==> config.mk <==
export PLATFORM = sky130hd
export DESIGN_NAME = fade_sequencer_flat
export DESIGN_NICKNAME = d
export VERILOG_FILES = /design/src/rtl/fade_sequencer_pkg.sv /design/src/rtl/fade_sequencer_if.sv /design/src/rtl/fade_channel.sv /design/src/rtl/fade_sequencer.sv /design/src/flat_wrapper.sv
export SDC_FILE = /design/constraint.sdc
export NUM_CORES = 1
export LEC_CHECK = 0
export CORE_UTILIZATION = 25
export CTS_CLUSTER_SIZE = 16
export DETAILED_ROUTE_END_ITERATION = 8
export PLACE_DENSITY = 0.52
export SLEW_MARGIN = 20
export SYNTH_ARGS = -nofsm -noshare
export SYNTH_HDL_FRONTEND = slang
export SYNTH_SLANG_ARGS = --single-unit
==> constraint.sdc <==
create_clock -name clk -period 4.97 [get_ports clk]
set_input_delay 0.994 -clock clk [delete_from_list [all_inputs] [get_ports clk]]
set_output_delay 0.994 -clock clk [all_outputs]
set_load 0.02 [all_outputs]
==> src/rtl/fade_sequencer_pkg.sv <==
`default_nettype none
// +----------------------------------------------------------------------------+
// | fade_pkg : colour type, keyframe table and state encoding for the fader     |
// | Revision : 1.0                                                              |
// +----------------------------------------------------------------------------+
package fade_pkg;

    typedef struct packed {
        logic [7:0] r;
        logic [7:0] g;
        logic [7:0] b;
    } rgb_t;

    localparam int NUM_KEYS = 6;

    // Entry 0 sits in the least significant slot.
    localparam rgb_t [NUM_KEYS-1:0] KEYS = {
        24'hff00ff,
        24'h0000ff,
        24'h00ffff,
        24'h00ff00,
        24'hffff00,
        24'hff0000
    };

    typedef enum logic [0:0] {
        FADE = 1'b0,
        HOLD = 1'b1
    } state_t;

    function automatic logic [2:0] next_key(input logic [2:0] k);
        return (k == 3'(NUM_KEYS - 1)) ? 3'd0 : k + 3'd1;
    endfunction

endpackage
`default_nettype wire

==> src/rtl/fade_sequencer_if.sv <==
`default_nettype none
// +----------------------------------------------------------------------------+
// | fade_sequencer_if : control inputs and pwm duty outputs of the sequencer    |
// | Revision : 1.0                                                              |
// +----------------------------------------------------------------------------+
interface fade_sequencer_if;
    logic       en;
    logic       period_end;
    logic [7:0] red;
    logic [7:0] green;
    logic [7:0] blue;
    logic       upd;

    modport master (
        output en,
        output period_end,
        input  red,
        input  green,
        input  blue,
        input  upd
    );

    modport slave (
        input  en,
        input  period_end,
        output red,
        output green,
        output blue,
        output upd
    );
endinterface
`default_nettype wire

==> src/rtl/fade_channel.sv <==
`default_nettype none
// +----------------------------------------------------------------------------+
// | fade_channel : 8-bit register stepping by one toward a target per step     |
// | Revision : 1.0                                                              |
// +----------------------------------------------------------------------------+
module fade_channel (
    input  logic       clk,
    input  logic       r_n,
    input  logic       step,
    input  logic [7:0] target,
    output logic [7:0] value,
    output logic       at_target
);

    logic [7:0] value_q;
    logic [7:0] value_d;

    always_comb begin
        value_d = value_q;
        if (step && (value_q != target)) begin
            value_d = (value_q < target) ? value_q + 8'd1 : value_q - 8'd1;
        end
    end

    // Reflects the value after this cycle's update, so the sequencer can
    // leave FADE on the very tick the last channel lands.
    assign at_target = (value_d == target);
    assign value     = value_q;

    always_ff @(posedge clk or negedge r_n) begin
        if (!r_n) begin
            value_q <= 8'd0;
        end else begin
            value_q <= value_d;
        end
    end

endmodule
`default_nettype wire

==> src/rtl/fade_sequencer.sv <==
`default_nettype none
// +----------------------------------------------------------------------------+
// | fade_sequencer : steps an RGB colour through six keyframes for pwm drivers |
// | Revision : 1.0                                                              |
// +----------------------------------------------------------------------------+
module fade_sequencer
    import fade_pkg::*;
#(
    parameter int STEP_DIV   = 65536,
    parameter int HOLD_STEPS = 64
) (
    input  logic             clk,
    input  logic             r_n,
    fade_sequencer_if.slave  bus
);

    localparam int               DIV_W     = $clog2(STEP_DIV);
    localparam logic [DIV_W-1:0] DIV_LAST  = DIV_W'(STEP_DIV - 1);
    localparam logic [7:0]       HOLD_LAST = 8'(HOLD_STEPS - 1);

    logic [DIV_W-1:0] div_q, div_d;
    logic [7:0]       hold_q, hold_d;
    logic [2:0]       key_q, key_d;
    state_t           state_q, state_d;
    logic [7:0]       red_q, red_d;
    logic [7:0]       green_q, green_d;
    logic [7:0]       blue_q, blue_d;
    logic             upd_q, upd_d;

    logic             tick;
    logic             step;
    rgb_t             target;
    rgb_t             work;
    logic [2:0]       at_tgt;

    assign tick   = bus.en && (div_q == DIV_LAST);
    assign step   = tick && (state_q == FADE);
    assign target = KEYS[key_q];

    fade_channel u_ch_r (
        .clk       (clk),
        .r_n       (r_n),
        .step      (step),
        .target    (target.r),
        .value     (work.r),
        .at_target (at_tgt[2])
    );

    fade_channel u_ch_g (
        .clk       (clk),
        .r_n       (r_n),
        .step      (step),
        .target    (target.g),
        .value     (work.g),
        .at_target (at_tgt[1])
    );

    fade_channel u_ch_b (
        .clk       (clk),
        .r_n       (r_n),
        .step      (step),
        .target    (target.b),
        .value     (work.b),
        .at_target (at_tgt[0])
    );

    always_comb begin
        div_d   = div_q;
        hold_d  = hold_q;
        key_d   = key_q;
        state_d = state_q;

        if (bus.en) begin
            div_d = tick ? '0 : div_q + DIV_W'(1);
        end

        if (tick) begin
            case (state_q)
                FADE: begin
                    if (&at_tgt) begin
                        state_d = HOLD;
                        hold_d  = 8'd0;
                    end
                end
                HOLD: begin
                    hold_d = hold_q + 8'd1;
                    if (hold_q == HOLD_LAST) begin
                        key_d   = next_key(key_q);
                        state_d = FADE;
                    end
                end
                default: state_d = FADE;
            endcase
        end
    end

    // Outputs sample the working colour before any step taken this cycle.
    always_comb begin
        red_d   = red_q;
        green_d = green_q;
        blue_d  = blue_q;
        upd_d   = 1'b0;
        if (bus.period_end) begin
            red_d   = work.r;
            green_d = work.g;
            blue_d  = work.b;
            upd_d   = (work != {red_q, green_q, blue_q});
        end
    end

    always_ff @(posedge clk or negedge r_n) begin
        if (!r_n) begin
            div_q   <= '0;
            hold_q  <= 8'd0;
            key_q   <= 3'd0;
            state_q <= FADE;
            red_q   <= 8'd0;
            green_q <= 8'd0;
            blue_q  <= 8'd0;
            upd_q   <= 1'b0;
        end else begin
            div_q   <= div_d;
            hold_q  <= hold_d;
            key_q   <= key_d;
            state_q <= state_d;
            red_q   <= red_d;
            green_q <= green_d;
            blue_q  <= blue_d;
            upd_q   <= upd_d;
        end
    end

    assign bus.red   = red_q;
    assign bus.green = green_q;
    assign bus.blue  = blue_q;
    assign bus.upd   = upd_q;

endmodule
`default_nettype wire

==> src/flat_wrapper.sv <==
// flat-port wrapper written by rule: the top's interface ports become plain ports
module fade_sequencer_flat import fade_pkg::*;
#(
    parameter int STEP_DIV   = 65536,
    parameter int HOLD_STEPS = 64
)
  (clk, r_n, bus_en, bus_period_end, bus_red, bus_green, bus_blue, bus_upd);
  fade_sequencer_if bus_i ();
  input  logic clk;
  input  logic r_n;
  input wire logic [$bits(bus_i.en)-1:0] bus_en;
  input wire logic [$bits(bus_i.period_end)-1:0] bus_period_end;
  output wire logic [$bits(bus_i.red)-1:0] bus_red;
  output wire logic [$bits(bus_i.green)-1:0] bus_green;
  output wire logic [$bits(bus_i.blue)-1:0] bus_blue;
  output wire logic [$bits(bus_i.upd)-1:0] bus_upd;
  assign bus_i.en = bus_en;
  assign bus_i.period_end = bus_period_end;
  assign bus_red = bus_i.red;
  assign bus_green = bus_i.green;
  assign bus_blue = bus_i.blue;
  assign bus_upd = bus_i.upd;
  fade_sequencer #(.STEP_DIV(STEP_DIV), .HOLD_STEPS(HOLD_STEPS)) u_core (.clk(clk), .r_n(r_n), .bus(bus_i));
endmodule
==> summary.md <==
| Metric | Value |
|---|---|
| Grt total ovfl | 0 |
| Ys async rst share | 100.0% |
| Die Area | 21,160 µm² |
| Status | finished, final reports clean |
| HPWL Detailed | 9.221 mm |
| Die Span Y | 145.5 µm |
| Footprint of the multi-input gates | 3054 µm² |
| First-pass GRT wire length | 21.17 mm |
| Pins Over Slew Limit | 0 |
| Startpoint types | flop |
| H-tree levels | 3 |
| CTS max path bufs | 2 |
| Cells after Synth | 533 |
| Crit path largest cell delay | 0.55 ns |
| Cells along the critical path | inv_2, mux2_4, ha_1, o21ai_0, a21oi_1, o41ai_2, nand2_1, buf_4, ha_1, nand2b_1, a21oi_1, o21a_1, nor2_1, xnor2_1, mux2_2, or4_4, a2111oi_4, buf_6, o21ai_1 |
| Arr. time, crit path | 4.82 ns |
| WS Path Type | reg -> reg |
| Ys Warns | 0 |
| Largest net degree at the start of global routing | 78 |
| Pre-CTS WS | 0.2017 ns |
| Starting DRT DRC Count | 230 |
| Reg-to-reg slack, setup | 0.36 ns |
| DR pass1 iterations | 5 |
| Worst hold path type | reg -> reg |
| Core ar. | 20,230 µm² |
| Worst Hold End | u_core.div_q[14] |
| Power Density | 222.1 nW/µm² |
| CTS tree | built |
| Die Wd | 145.5 µm |
| Sequential fraction of the synthesis area | 37.45% |
| Setup_tns | 0 ns |
| Hold Path Stages | 1 |
| Synth Cell Area | 5145 µm² |
| Via count | 4,108 |
| Fmax | 217.1 MHz |
| Post-route antenna net violation count | 0 |
| Rel. slew slack | 35.36% |
| GPL Wtd Cong | 0.8505 |
| Buffers & Inverters on Critical Path | 3 |
| Initial antenna violation count | 0 |
| FF/Latch Area | 1927 µm² |
| Total GRT Usage | 12.49% |
| Setup-failing EPs final | 0 |
| Clock-pin slew on the worst setup and hold paths | 0.05 ns |
| Post-synth EDFFs | 0 |
| Synth cell types | 57 |
| # clock sinks | 77 |
| Root Driver | clkbuf_16 |
| Num ports | 29 |
| CP endpoint kind | flop |
| Worst-Skew Late Latency | 0.34 ns |
| Launching point of the worst reg2reg path | u_core.key_q[2] |
| Final WS setup | 0.3631 ns |
| Number of antenna cells inserted | 0 |
| Worst R2R Path Depth | 19 |
| Layout Nets | 607 |
| IO buf count | 28 |
| Power Internal | 0.001030 W |
| CTS Buf Count | 9 |
| Seq pwr share | 50.3% |
| Vias in the first global route | 4,116 |
| Drt drc | 0 |
| Worst Max-Slew Pin Slew | 0.9666 ns |
| WL/cell | 14.87 µm |
| Fin crit period | 4.607 ns |
| Slowest stage cell on the critical path | or4_4 |
| Area Growth Syn to Fin | 16.95% |
| Post-synth net total | 579 |
| Unrepaired setup endpoints after global routing | no |
| Peak VDD IR | 0.1433 mV |
| Cell family with most CP delay | compound AO/OA/AOI/OAI gates |
| Clk network pwr share | 45.3% |
| Logic pwr share | 4.5% |
| DR vias/cell | 4.926 |
| Worst Skew | 0.01090 ns |
| Final Hold Fails | 0 |
| Initial core utilization | 25.43% |
| FF+latch count, synth | 77 |
| Min-delay src | u_core.div_q[14] |
| Max cap viols | 0 |
| Syn avg cell area | 9.653 µm² |
| Top FF cell, synth | dfrtp_1 |
| Fill cells | 2,061 |
| Worst flop-to-flop path endpoint | u_core.hold_q[5] |
| Num rows | 52 |
| Post-route clock period utilization | 92.69% |
| Layout cells sized above 1 | 11.70% |
| CP Max Fanout | 10 |
| Worst EP required | 5.18 ns |
| Sw frac | 22.91% |
| Lkg Pwr | 2.756 nW |
| Total wire length | 12.40 mm |
| Switch Pwr | 0.0003062 W |
[placed cells by master, fill, tap and decap left out, types with 13 or more instances in the layout]
master / instances
dfrtp_1: 77
nand2_1: 49
ha_1: 39
mux2_2: 30
xor2_1: 30
nor2_1: 29
xnor2_1: 27
clkdlybuf4s50_1: 27
o21ai_0: 26
inv_1: 22
a21oi_1: 20
nand3_1: 20
nand4_1: 18
nor3_1: 13
[cells in the mapped netlist (3+ instances only)]
| library cell | count | area, µm² |
|---|---|---|
| dfrtp_1 | 77 | 1927 |
| nand2_1 | 49 | 183.9 |
| ha_1 | 39 | 488.0 |
| mux2_2 | 31 | 349.1 |
| xor2_1 | 30 | 262.8 |
| nor2_1 | 29 | 108.9 |
| xnor2_1 | 27 | 236.5 |
| o21ai_0 | 26 | 130.1 |
| inv_1 | 23 | 86.33 |
| a21oi_1 | 20 | 100.1 |
| nand3_1 | 20 | 100.1 |
| nand4_1 | 18 | 112.6 |
| clkbuf_1 | 13 | 48.80 |
| nor3_1 | 13 | 65.06 |
| nor4_1 | 12 | 75.07 |
| a21o_1 | 7 | 52.55 |
| o21ai_1 | 7 | 35.03 |
| a31oi_1 | 6 | 37.54 |
| mux2i_1 | 6 | 60.06 |
| and3_1 | 5 | 31.28 |
| nand2b_1 | 5 | 31.28 |
| o21a_1 | 5 | 37.54 |
| and4_1 | 4 | 35.03 |
| or2_2 | 4 | 25.02 |
| a211o_1 | 3 | 26.28 |
| and2_1 | 3 | 18.77 |
| fa_1 | 3 | 60.06 |
| o211ai_1 | 3 | 22.52 |
| o21bai_1 | 3 | 22.52 |
| o31ai_1 | 3 | 22.52 |
| or4_1 | 3 | 22.52 |
[worst max-delay path by stage]
stage	start	to	slack (ns)	cells past startpoint
finish	u_core.key_q[2]	u_core.hold_q[5]	0.36	19
global route	u_core.key_q[2]	u_core.hold_q[3]	0.02	19
CTS	u_core.key_q[2]	u_core.hold_q[3]	0.19	19
detailed placement	u_core.key_q[2]	u_core.hold_q[1]	0.20	19
global placement	u_core.key_q[2]	u_core.hold_q[5]	0.26	19
floorplan	u_core.key_q[2]	u_core.hold_q[0]	0.32	16
[state kept, by name, summed over array words and instances, names as in the netlist]
name and flops:
u_core.bus.blue 8, u_core.bus.green 8, u_core.bus.red 8, u_core.bus.upd 1, u_core.div_q 16, u_core.hold_q 8, u_core.key_q 3, u_core.state_q 1
u_core.u_ch_b.value 8, u_core.u_ch_g.value 8, u_core.u_ch_r.value 8
[cell families after synthesis]
kind of cell	count (synthesis)	synth area share (%)
xor gates and xnor gates	57	9.703
DFF	77	37.45
muxes	37	7.952
AOI/OAI and AO/OA	98	12.40
and+or+nand+nor	180	18.43
adders and majority gates	42	10.65
buffers and inverters	42	3.405
[per-stage QoR]
step	instance area, µm²	utilization [%]	power [W]	instances	hold WS, ns
after floorplan	5145	-	0.0007127	533	0.4492
after global placement	5724	28.29	0.0007357	819	0.4754
after detailed placement	5724	28.29	0.0007435	819	0.4757
after CTS	5991	29.61	0.001358	833	0.4881
after global routing	6017	29.74	0.001396	834	0.5106
final	6017	29.74	0.001337	834	0.4862
[layout make-up]
cell class              instances  share of cell area [%]
multi-input cells             414                   50.76
clock buffers                  12                   4.263
clock inverters                 2                  0.1664
repair buffers                 36                   5.739
well taps                     270                   5.614
inverters                      23                   1.435
flip-flops and latches         77                   32.02
[power by group through the flow]
stage	clock (W)	combinational, W	sequential [W]
global placement	0	0.0000571	0.000679
global route	0.000652	0.0000698	0.000675
detailed placement	0	0.0000605	0.000683
finish	0.000605	0.0000597	0.000672
floorplan	0	0.0000361	0.000677
CTS	0.000625	0.0000614	0.000671
[per-layer routing]
layer | vias to the layer above | GRT usage [%] | share of wire [%]
met1 | 2011 | 16.25 | 48
met2 | 91 | 20.65 | 48
met5 | - | 0 | 0
li1 | 1988 | - | -
met3 | 18 | 2.038 | 2.9
met4 | 0 | 5.000 | 1.8
[repair_timing]
item                                    4_1_cts  5_1_grt
buffers inserted                              0        1
hold buffers                                  0        0
resized for setup                             0        4
endpoints found under the setup margin        0        9
Note: power is estimated with default switching activity, not from simulation.
